## src/rtl/rptr_empty_fwft_pkg.sv

```systemverilog
// Shared helpers for the async FIFO pointer logic: Gray conversions and default geometry.
// Used by both the read-side (rptr_empty_fwft) and write-side (wptr_full) blocks.
package rptr_empty_fwft_pkg;

    localparam int ADDRSIZE_DFLT = 4;
    localparam int DEPTH         = 1 << ADDRSIZE_DFLT;

    // Operands are zero-extended into 32 bits, so any pointer width up to 32 works.
    function automatic logic [31:0] bin2gray(input logic [31:0] b);
        return b ^ (b >> 1);
    endfunction

    // Binary bit i is the XOR of all Gray bits at or above i.
    function automatic logic [31:0] gray2bin(input logic [31:0] g);
        logic [31:0] b;
        b = g;
        for (int i = 1; i < 32; i++) begin
            b = b ^ (g >> i);
        end
        return b;
    endfunction

endpackage

```

## src/rtl/rptr_empty_fwft_out_reg.sv

```systemverilog
// First-word-fall-through output register: holds the head word with a valid/ready handshake.
// A pop loads a new word even while the current one is being accepted, giving one word per clock.
module fwft_out_reg
    import rptr_empty_fwft_pkg::*;
#(
    parameter int DATASIZE = 8
) (
    input  logic                clk,
    input  logic                rst_n,
    input  logic                pop,
    input  logic [DATASIZE-1:0] din,
    input  logic                dout_ready,
    output logic [DATASIZE-1:0] dout,
    output logic                dout_valid
);

    // Output data/valid register: refill on pop, drop valid on a bare accept, otherwise hold.
    always_ff @(posedge clk or negedge rst_n) begin
        if (!rst_n) begin
            dout       <= {DATASIZE{1'b0}};
            dout_valid <= 1'b0;
        end else if (pop) begin
            dout       <= din;
            dout_valid <= 1'b1;
        end else if (dout_valid && dout_ready) begin
            dout       <= dout;
            dout_valid <= 1'b0;
        end else begin
            dout       <= dout;
            dout_valid <= dout_valid;
        end
    end

endmodule

```

## src/rtl/rptr_empty_fwft.sv

```systemverilog
// Read-domain pointer, empty/almost-empty flags and fill level of the async FIFO,
// feeding a prefetching FWFT output register.
module rptr_empty_fwft
    import rptr_empty_fwft_pkg::*;
#(
    parameter int          ADDRSIZE      = ADDRSIZE_DFLT,
    parameter int          DATASIZE      = 8,
    parameter int unsigned AEMPTY_THRESH = 2
) (
    input  logic                rclk,
    input  logic                rrst_n,
    input  logic [ADDRSIZE:0]   rq2_wptr,
    input  logic [DATASIZE-1:0] rdata_mem,
    input  logic                dout_ready,
    output logic [ADDRSIZE-1:0] raddr,
    output logic [ADDRSIZE:0]   rptr,
    output logic                rempty,
    output logic [DATASIZE-1:0] dout,
    output logic                dout_valid,
    output logic                raempty,
    output logic [ADDRSIZE:0]   rlevel
);

    localparam int PW = ADDRSIZE + 1;

    logic [ADDRSIZE:0] rbin_r;
    logic              rempty_r;
    logic              pop_s;
    logic [ADDRSIZE:0] rbinnext_s;
    logic [ADDRSIZE:0] rgraynext_s;
    logic [ADDRSIZE:0] wbin_s;
    logic [ADDRSIZE:0] level_next_s;

    // Next-pointer and level arithmetic; the level wraps modulo 2^PW so pointer wrap is free.
    always_comb begin
        pop_s        = ~rempty_r & (~dout_valid | dout_ready);
        rbinnext_s   = rbin_r + PW'(pop_s);
        rgraynext_s  = PW'(bin2gray(32'(rbinnext_s)));
        wbin_s       = PW'(gray2bin(32'(rq2_wptr)));
        level_next_s = wbin_s - rbinnext_s;
    end

    // Pointer, empty flag and level registers; all compare against the synchronized write pointer.
    always_ff @(posedge rclk or negedge rrst_n) begin
        if (!rrst_n) begin
            rbin_r   <= {PW{1'b0}};
            rptr     <= {PW{1'b0}};
            rempty_r <= 1'b1;
            rlevel   <= {PW{1'b0}};
            raempty  <= 1'b1;
        end else begin
            rbin_r   <= rbinnext_s;
            rptr     <= rgraynext_s;
            rempty_r <= (rgraynext_s == rq2_wptr);
            rlevel   <= level_next_s;
            raempty  <= (32'(level_next_s) <= AEMPTY_THRESH);
        end
    end

    assign raddr  = rbin_r[ADDRSIZE-1:0];
    assign rempty = rempty_r;

    fwft_out_reg #(
        .DATASIZE (DATASIZE)
    ) u_out_reg (
        .clk        (rclk),
        .rst_n      (rrst_n),
        .pop        (pop_s),
        .din        (rdata_mem),
        .dout_ready (dout_ready),
        .dout       (dout),
        .dout_valid (dout_valid)
    );

endmodule
```

## config.mk

```make
export PLATFORM = sky130hd
export DESIGN_NAME = rptr_empty_fwft
export DESIGN_NICKNAME = d
export VERILOG_FILES = /design/src/rtl/rptr_empty_fwft_pkg.sv /design/src/rtl/rptr_empty_fwft_out_reg.sv /design/src/rtl/rptr_empty_fwft.sv
export SDC_FILE = /design/constraint.sdc
export NUM_CORES = 1
export LEC_CHECK = 0
export ABC_AREA = 1
export CORE_AREA = 5 5 59 61
export CTS_CLUSTER_DIAMETER = 50
export DETAILED_ROUTE_END_ITERATION = 12
export DIE_AREA = 0 0 64 66
export GPL_TIMING_DRIVEN = 0
export HOLD_SLACK_MARGIN = 0.12
export PLACE_DENSITY = 0.83
export SYNTH_ARGS = -nofsm -noshare
export SYNTH_HDL_FRONTEND = slang
export SYNTH_HIERARCHICAL = 1
export SYNTH_SLANG_ARGS = --single-unit
```

## constraint.sdc

```tcl
create_clock -name rclk -period 6.1 [get_ports rclk]
set_input_delay 1.22 -clock rclk [delete_from_list [all_inputs] [get_ports rclk]]
set_output_delay 1.22 -clock rclk [all_outputs]
set_load 0.02 [all_outputs]
```

**Word level (Yosys, flattened, before mapping)**

Cells that the tools add are included.

- Equal/unequal tests: 1
- Magnitude comparators: 1
- Reductions and logical operators: 2
- Add/subtract/negate cells: 2
- Muxes and demuxes: 2
- Bitwise gates (word level): 9

Operators by type and width:

| operator | number |
|---|---|
| 5-bit by 4-bit XOR with 5-bit output | 2 |
| 5-bit by 1-bit adder with 5-bit output | 1 |
| 5-bit == test | 1 |
| 5-bit by 2-bit <= comparator with 1-bit output, second input constant | 1 |
| 5-bit subtractor | 1 |
| 5-bit by 1-bit XOR with 5-bit output | 1 |
| 5-bit by 2-bit XOR with 5-bit output | 1 |
| 5-bit by 3-bit XOR with 5-bit output | 1 |
| 1-bit 2-to-1 mux | 2 |
| 1-bit NOT | 2 |
| 2-bit nonzero test | 1 |
| 1-bit bitwise AND | 1 |
| 1-bit logical AND | 1 |
| 1-bit OR | 1 |

- Register bits: 26
- Bits of input ports: 16
- Word-level logic and storage cells: 24

**Logic depth before layout (Yosys ltp)**

- Depth in word-level cells: 6
- Gate-level depth with buffers: 16
- Depth with buffers taken out: 16

**By module**

The synthesis kept the hierarchy.

By module, submodules not included:

| module | sequential area each (um^2) | cells each | times used | area each (um^2) |
|---|---|---|---|---|
| rptr_empty_fwft | 402.9 | 120 | 1 | 1039.7 |
| fwft_out_reg | 225.2 | 38 | 1 | 341.6 |

**Worst setup path before layout**

No wires, ideal clock.

- Path kind: input-to-reg
- From: in dout_ready
- To: reg raempty
- Path buffers: 0
- Arrival: 2865 ps
- Library setup time: 64 ps
- Stages on the path: 13
- Required time: 6036 ps
- Setup slack: 3170 ps
- Cells stage by stage: inv_1 a21oi_1 ha_1 ha_1 xnor2_2 ha_1 nand3_1 nand2_1 inv_1 nand2_1 nand2_1 nand3_1 nor2_2

- Word-level cells in the longest chain between the ends: 5

RTL lines:

| item | line | source |
|---|---|---|
| from (decl) | rptr_empty_fwft.sv:14 | `input logic dout_ready,` |
| 1-bit OR | rptr_empty_fwft.sv:36 | `pop_s = ~rempty_r & (~dout_valid \| dout_ready);` |
| 1-bit bitwise AND | rptr_empty_fwft.sv:36 |  |
| net pop_s | rptr_empty_fwft.sv:28 | `logic pop_s;` |
| 5-bit by 1-bit adder with 5-bit output | rptr_empty_fwft.sv:37 | `rbinnext_s = rbin_r + PW'(pop_s);` |
| 5-bit subtractor | rptr_empty_fwft.sv:40 | `level_next_s = wbin_s - rbinnext_s;` |
| 5-bit by 2-bit <= comparator with 1-bit output | rptr_empty_fwft.sv:56 | `raempty <= (32'(level_next_s) <= AEMPTY_THRESH);` |
| to (signal assigned) | rptr_empty_fwft.sv:56 |  |
| to (decl) | rptr_empty_fwft.sv:20 | `output logic raempty,` |

The timed path passes the listed nets, and every way through them passes these cells.
A chain may end at the register's enable or synchronous reset.

**Worst setup path in the final report**

Ends and elaborated chain as after synthesis.

==> out/metrics.json <==
{
  "detail_route.drc_violations": 0,
  "power-per-cell-area_nw_per_um2": 610.9,
  "reg2reg_depth": 11,
  "postLayoutCellArea_um2": 1851,
  "arrival_ps": 3550,
  "crit_type": "input pin to flop",
  "totalNegativeSetupSlack_ps": 0,
  "preCtsSetupSlack_ps": 2464,
  "grt_start_max_net_pins": 26,
  "port_buffers": 40,
  "cts_buffer_depth": 2,
  "ctsHoldBuffers": 0,
  "fp-row-count": 20,
  "critical_path.max_stage_delay_ps": 480,
  "period_share": 0.5395,
  "worst_setup_path_start_kind": "input pin",
  "post-route-min-period_ps": 3291,
  "hold_start": "u_out_reg/dout[4]",
  "netlist.top_cell.by_area": "sky130_fd_sc_hd__dfrtp_1",
  "fp.dieW_um": 64,
  "timing.final.setup_violations": 0,
  "cp.buffers_inverters": 2,
  "syn_nets": 181,
  "synth.ff_latch_count": 25,
  "detailed_place_hpwl_um": 2101,
  "dr.first_iter.drc_count": 24,
  "route.antenna.remaining_nets": 0,
  "fmax_ghz": 0.3039,
  "synth_top_area_frac": 0.4167,
  "grt_util_all_layers": 0.1390,
  "final.setup_skew_ps": 7.450,
  "path_clk_slew_ps": 130,
  "worst_r2r_startpoint": "rempty",
  "grt_antenna_before_repair": 0,
  "hold_viol_final": 0,
  "synthToLayoutAreaGrowth_pct": 33.97,
  "end_kind": "flop",
  "grt_pass1_vias": 1088,
  "via_count": 1079,
  "required_ps": 6360,
  "timing.max_cap.violations": 0,
  "synth_cells": 158,
  "tightest_slew_ps": 1053,
  "cts_root_buffer": "sky130_fd_sc_hd__clkbuf_4",
  "finalWeightedCongestion": 0.8673,
  "unrepaired_setup_endpoints_after_global_routing": "false",
  "postPlaceCellArea_um2": 1823,
  "power.total_w": 0.001131,
  "synth_seq_area_share": 0.4547,
  "tritoncts": "built",
  "drt_first_pass_iters": 6,
  "timing.critical_path.slowest_stage_cell": "sky130_fd_sc_hd__clkdlybuf4s50_1",
  "leakagePower_nw": 0.9452,
  "post_synthesis_cell_area_um2": 1381,
  "post-route-util": 0.6321,
  "critical_path.cell_chain": "clkdlybuf4s50_1 > inv_1 > a21oi_1 > ha_1 > ha_1 > xnor2_2 > ha_1 > nand2_1 > nand3b_1 > nand2_1 > nand2_1 > nand3_1 > nor2_2",
  "critPathMaxFanout": 5,
  "path_delay_family": "adder cells",
  "vdd_ir_drop_max_uv": 355.1,
  "fin_ws_ps": 2809,
  "yosys_warnings": 6,
  "timing_max_transition_violations_final": 0,
  "hold_class": "flop to flop",
  "worst_r2r_dst": "raempty",
  "initial_core_util": 0.4718,
  "worst-r2r-setup-slack_ps": 3740,
  "ys_top_cells_by_area": "sky130_fd_sc_hd__dfrtp_1 (42%), sky130_fd_sc_hd__nand2_1 (18%), sky130_fd_sc_hd__ha_1 (6.3%)",
  "synth_cell_type_count": 21,
  "drive_gt1_frac": 0.09406,
  "min_path_cells": 2,
  "worst_hold_path.endpoint": "u_out_reg/dout[4]",
  "relative_slew_margins": 0.2961,
  "core_area_um2": 2928,
  "io-pin-count": 41,
  "antenna_cells": 0,
  "inserted_clock_buffers": 3,
  "post_drt_via_cell_ratio": 4.591,
  "run_status": "complete, no violations",
  "floorplan.die.height_um": 66,
  "postCtsSetupRepairBufs": 0,
  "cts_max_level": 1,
  "insertion_delay_ps": 320,
  "cts_sinks": 25,
  "final_net_count": 226,
  "grt-ovfl-total": 0,
  "wire_per_inst_um": 10.98,
  "synthesis.area_per_instance_um2": 8.743,
  "post_cts_resize_count": 0,
  "grt_pass1_wl_um": 4636,
  "wl_um": 2580,
  "design.die.area_um2": 4224
}
==> worst max path at each step <==
stage | start | to | depth (start not counted)
2_1_floorplan | dout_ready | raempty | 13
3_3_place_gp | dout_ready | raempty | 14
4_1_cts | dout_ready | raempty | 12
5_1_grt | dout_ready | raempty | 12
3_5_place_dp | dout_ready | raempty | 14
6_report | dout_ready | raempty | 13
==> registers in the layout, summed over array words and instances (netlist names) <==
| name | count |
|---|---|
| raempty | 1 |
| rbin_r | 5 |
| rempty | 1 |
| rlevel | 5 |
| rptr | 4 |
| u_out_reg/dout | 8 |
| u_out_reg/dout_valid | 1 |
==> final cells by class <==
type | instances | area, µm²
Fill cell | 240 | 1077
Multi-Input combinational cell | 110 | 659.4
Sequential cell | 25 | 628.1
Timing Repair Buffer | 40 | 400.4
Inverter | 22 | 82.58
Tap cell | 33 | 41.29
Clock buffer | 3 | 22.52
Buffer | 1 | 11.26
Clock inverter | 1 | 5.005
==> layer usage <==
| metal | global-route usage | vias up | routed length (µm) |
|---|---|---|---|
| met5 | 0 | - | 0 |
| met4 | 0.07792 | 0 | 66 |
| met2 | 0.2425 | 31 | 1244 |
| met1 | 0.1561 | 481 | 1095 |
| li1 | - | 563 | - |
| met3 | 0.02891 | 4 | 173 |
==> cell families after synthesis <==
logic type / Yosys count / share of synthesized area
AOI/OAI and AO/OA: 2 / 0.007247
xor gates and xnor gates: 13 / 0.1368
adders and majority gates: 7 / 0.06340
buffers and inverters: 23 / 0.06793
DFF: 25 / 0.4547
and+or+nand+nor: 88 / 0.2699
==> where the power goes <==
group	internal [W]	switching, W	leakage (nW)	total (W)
registers	0.000255	0.0000523	0.293	0.000308
logic	0.000336	0.000414	0.634	0.000750
clock network	0.0000246	0.0000482	0.0177	0.0000727
==> synthesized netlist by cell type, drive strengths merged <==
master  instances
buf             1
dfstp           2
and2            2
nand2          66
xnor2           4
dfrtp          23
a21oi           2
xor2            9
ha              7
nor2            4
inv            22
nand3b          1
nand3          15
==> layout by cell type, fill, tap and decap left out <==
cell type                         count
sky130_fd_sc_hd__a21oi_1              2
sky130_fd_sc_hd__and2_1               2
sky130_fd_sc_hd__buf_6                1
sky130_fd_sc_hd__clkbuf_4             3
sky130_fd_sc_hd__clkdlybuf4s50_1     40
sky130_fd_sc_hd__clkinv_2             1
sky130_fd_sc_hd__dfrtp_1             23
sky130_fd_sc_hd__dfstp_2              2
sky130_fd_sc_hd__ha_1                 7
sky130_fd_sc_hd__inv_1               21
sky130_fd_sc_hd__inv_2                1
sky130_fd_sc_hd__nand2_1             65
sky130_fd_sc_hd__nand2_2              1
sky130_fd_sc_hd__nand3_1             13
sky130_fd_sc_hd__nand3_2              2
sky130_fd_sc_hd__nand3b_1             1
sky130_fd_sc_hd__nor2_1               3
sky130_fd_sc_hd__nor2_2               1
sky130_fd_sc_hd__xnor2_1              1
sky130_fd_sc_hd__xnor2_2              2
sky130_fd_sc_hd__xnor2_4              1
sky130_fd_sc_hd__xor2_1               5
sky130_fd_sc_hd__xor2_2               3
sky130_fd_sc_hd__xor2_4               1
==> stage by stage <==
| step | instances | hold slack, ps |
|---|---|---|
| after floorplan | 158 | 580.5 |
| after global placement | 231 | 453.0 |
| after detailed placement | 231 | 457.4 |
| after CTS | 235 | 488.9 |
| after global routing | 235 | 503.6 |
| final | 235 | 485.1 |
==> tightest hold or removal path, stage by stage, from the launching register on <==
cell,delay (ps)
sky130_fd_sc_hd__dfrtp_1,360
sky130_fd_sc_hd__nand2_1,50
sky130_fd_sc_hd__nand2_1,50
Power figures use the tool's default switching activity.
